--- config.mk ---
export PLATFORM = sky130hd
export DESIGN_NAME = button_conditioner
export DESIGN_NICKNAME = d
export VERILOG_FILES = /design/src/rtl/button_conditioner.sv
export SDC_FILE = /design/constraint.sdc
export NUM_CORES = 1
export LEC_CHECK = 0
export CORE_MARGIN = 10
export CORE_UTILIZATION = 50
export CTS_BUF_LIST = sky130_fd_sc_hd__clkbuf_8
export DETAILED_ROUTE_END_ITERATION = 8
export PLACE_DENSITY = 0.78
export SETUP_SLACK_MARGIN = 0.4
export SLEW_MARGIN = 0
export SYNTH_ARGS = -nofsm -noshare
export SYNTH_HDL_FRONTEND = slang
export SYNTH_SLANG_ARGS = --single-unit
--- constraint.sdc ---
create_clock -name clk -period 3.5 [get_ports clk]
set_clock_uncertainty 0.05 [all_clocks]
set_input_delay 0.525 -clock clk [delete_from_list [all_inputs] [get_ports clk]]
set_output_delay 0.525 -clock clk [all_outputs]
set_load 0.02 [all_outputs]
--- src/rtl/button_conditioner.sv ---
// Synchronizes, debounces and edge-detects four raw pushbuttons; a held change reaches btn_level after DEBOUNCE_COUNT+2 edges.
// No backpressure: press flags stay latched until rd_strobe clears them, and a press landing on the clearing edge wins.
module button_conditioner #(
  parameter int unsigned DEBOUNCE_COUNT = 16'd50_000,
  parameter int unsigned CNT_W          = 16
) (
  input  logic       clk,
  input  logic       rst_n,
  input  logic [3:0] btn_raw,
  input  logic       rd_strobe,
  output logic [3:0] btn_level,
  output logic [3:0] btn_press,
  output logic       press_any
);

  localparam logic [CNT_W-1:0] CNT_MAX = CNT_W'(DEBOUNCE_COUNT - 1);

  logic [3:0]       s1;
  logic [3:0]       s2;
  logic [3:0]       stable;
  logic [3:0]       stable_nxt;
  logic [3:0]       rise;
  logic [3:0]       press_nxt;
  logic [CNT_W-1:0] cnt     [4];
  logic [CNT_W-1:0] cnt_nxt [4];

  // A counter only advances while the synchronized input disagrees with the
  // accepted level; any agreement (a glitch ending) drops it back to zero.
  always_comb begin
    stable_nxt = stable;
    rise       = '0;
    for (int i = 0; i < 4; i++) begin
      cnt_nxt[i] = '0;
      if (s2[i] != stable[i]) begin
        if (cnt[i] == CNT_MAX) begin
          stable_nxt[i] = s2[i];
          rise[i]       = s2[i];
        end else begin
          cnt_nxt[i] = cnt[i] + CNT_W'(1);
        end
      end
    end
  end

  assign press_nxt = (btn_press & {4{~rd_strobe}}) | rise;

  always_ff @(posedge clk) begin
    if (!rst_n) begin
      s1        <= '0;
      s2        <= '0;
      stable    <= '0;
      btn_press <= '0;
      for (int i = 0; i < 4; i++) begin
        cnt[i] <= '0;
      end
    end else begin
      s1        <= btn_raw;
      s2        <= s1;
      stable    <= stable_nxt;
      btn_press <= press_nxt;
      for (int i = 0; i < 4; i++) begin
        cnt[i] <= cnt_nxt[i];
      end
    end
  end

  assign btn_level = stable;
  assign press_any = |btn_press;

endmodule
==> results.ini <==
[final_layout]
final_cells = 484
antenna_cells = 0
nNetsFinal = 410
areaGrowthSynthToFinish_pct = 13.0
layout-drive-gt1-share_pct = 5.45

[placement]
hpwl_um = 4420
portBuffers = 15
gp_congestion = 0.885
dpl.cell_count = 468

[global_routing]
grt_pass1_vias = 2455
grt_overflow_total = 0
grt_pass1_wl_um = 10900
grt_max_degree = 27
gr-usage-all-layers_pct = 12.9
antenna_found_initial = 0

[synthesis]
synthArstFlopShare_pct = 0
synth_nets = 390
synth_top_area_cell = dfxtp_1
synthCells = 379
ys_seq_area_share_pct = 46.9
synth_area_leaders = dfxtp_1 47%, xnor2_1 11%, nor2_1 7.6%, xor2_1 4.4%, nor4_1 3.9%
synth_top_family_by_area = simple AND/OR/NAND/NOR gates
synth_common_cells = 80 x dfxtp_1, 69 x nor2_1, 41 x xnor2_1
synth_most_common_cell = dfxtp_1
synth-xor-area-share_pct = 14.9
synth_cell_type_count = 35
synth.top_cell.area_share_pct = 46.9
synth.avg_cell_area_um2 = 9.00
yosys_warnings = 0
synth_ff_type = dfxtp_1
synthesis.area_mm2 = 0.00341
synthSimpleGateAreaFrac_pct = 30.9
synth-seq-cells = 80
synth_edf_count = 0
synth_compound_area_share_pct = 2.57
synth_fa_ha_area_share_pct = 1.47
synthMuxAreaShare_pct = 0.880

[floorplanning]
dieArea_mm2 = 0.0105
row_count = 30
fp.dieH_um = 103
die_x_um = 103
io_pins = 16
core_area_mm2 = 0.00672
start_util_pct = 50.8

[sta]
hold_viol = 0
fmaxAchievable_mhz = 421
setup_tns_ns = 0
min_period_over_period_pct = 67.8
slew_violations = 0
slew-limit-headroom_pct = 62.8
finalSetupViolCount = 0
rsz0062_at_grt = no
tightest_slew_ns = 0.556
period_minus_slack_ns = 2.37

[power_and_ir_drop]
vdd_drop_max_v = 0.000216
p_per_area_mw_per_mm2 = 436
p_leak_nw = 1.21

[routing]
drcViolationCount = 0
firstDrtPassIters = 4
drt_iter0_drc = 92
routedWlPerCell_um = 13.0
ant_nets = 0
wl_um = 6270
via_per_inst = 5.31
vias = 2569

[status]
status = completed

[setup_path]
critical_path_arrival_ns = 1.80
critPathKind = reg2out
startpoint_type = flop
path_max_fanout = 3
endpoint_kind = primary output
cp.required_ns = 2.92

[clock_tree]
path_clk_slew_ns = 0.08
h-tree-depth = 3
post_cts_buffers = 0
cts_buffers = 9
cts_root_buf = clkbuf_8
cts_resized = 0
cts_tree = done
clockBufferDepth = 2
clk_latency_ns = 0.35
cts_hold_buffers = 0
cts.sinks = 80

[min_path]
hp-class = reg2reg

[run]
max_cap_violations = 0

==> through the flow <==
step,hold slack [ns],util (%),instance area [um2],power (W),worst slack (ns)
floorplan,0.362,-,3410,0.000954,1.57
global placement,0.365,54.1,3640,0.000964,1.48
detailed placement,0.377,54.1,3640,0.000965,1.43
CTS,0.398,57.4,3860,0.00170,1.11
global route,0.413,57.4,3860,0.00175,1.08
finish,0.390,57.4,3860,0.00168,1.13
==> worst paths after layout <==
check | to | slack (ns) | startpoint | cells past startpoint
worst max-delay path | press_any | 1.13 | btn_press[2] | 2
worst min-delay path | s2[1] | 0.39 | s1[1] | 1
worst max register to register | cnt[1][6] | 1.43 | cnt[1][7] | 4
worst min register to register | s2[1] | 0.39 | s1[1] | 1
==> placed cells by master (no fill, tap or decap), types with 2 or more instances in the layout <==
cell and n:
dfxtp_1 80, nor2_1 69, xnor2_1 41, nor4_1 21, nand2_1 21, nand4_1 19, nand3_1 19, xor2_1 17
clkdlybuf4s50_1 15, inv_1 12, nor3_1 12, and2_1 10, clkbuf_8 9, and3_1 7, nor4bb_1 4, nor2b_1 4
nand3b_1 4, ha_1 4, o21ai_0 3, mux2i_1 3, clkinvlp_4 3, or4_1 2, and4_1 2, and4b_1 2
nor3b_1 2, o21a_1 2, or4_4 2, a21oi_1 2, bufinv_16 2
==> state kept, by name, summed over array words and instances, names as in the netlist <==
signal     count
cnt           64
btn_level      4
s2             4
btn_press      4
s1             4
==> metal layers <==
| layer | up-vias | GRT usage (%) | part of all wire, % |
|---|---|---|---|
| met5 | - | 0 | 0 |
| met4 | 0 | 6.51 | 2.0 |
| met3 | 11 | 4.09 | 4.0 |
| met2 | 29 | 21.1 | 46 |
| met1 | 1179 | 14.7 | 48 |
| li1 | 1350 | - | - |
==> worst max-delay path, stage by stage (launching register included) <==
cell,delay [ns]
dfxtp_1,0.32
or4_1,0.56
clkdlybuf4s50_1,0.57
==> power by group <==
group | switching (W) | internal, W
combinational | 0.0000129 | 0.0000122
sequential | 0.00000344 | 0.000915
clock | 0.000337 | 0.000401
==> final cells by class <==
| class | instances | area, um2 |
|---|---|---|
| clock inverter | 7 | 96.3 |
| timing repair buffer | 16 | 158 |
| clock buffer | 9 | 124 |
| inverter | 12 | 45.0 |
| multi-input combinational | 280 | 1730 |
| fill | 590 | 2860 |
| sequential | 80 | 1600 |
| tap | 80 | 100 |
==> kinds of logic (layout without fill, tap and decap cells) <==
| group | count (synthesis) | after routing |
|---|---|---|
| AOI/OAI and AO/OA | 12 | 12 |
| muxes | 3 | 3 |
| buffers and inverters | 19 | 44 |
| adders and majority gates | 4 | 4 |
| and+or+nand+nor | 203 | 203 |
| xor gates and xnor gates | 58 | 58 |
| DFF | 80 | 80 |
Power figures use the tool's default switching activity.
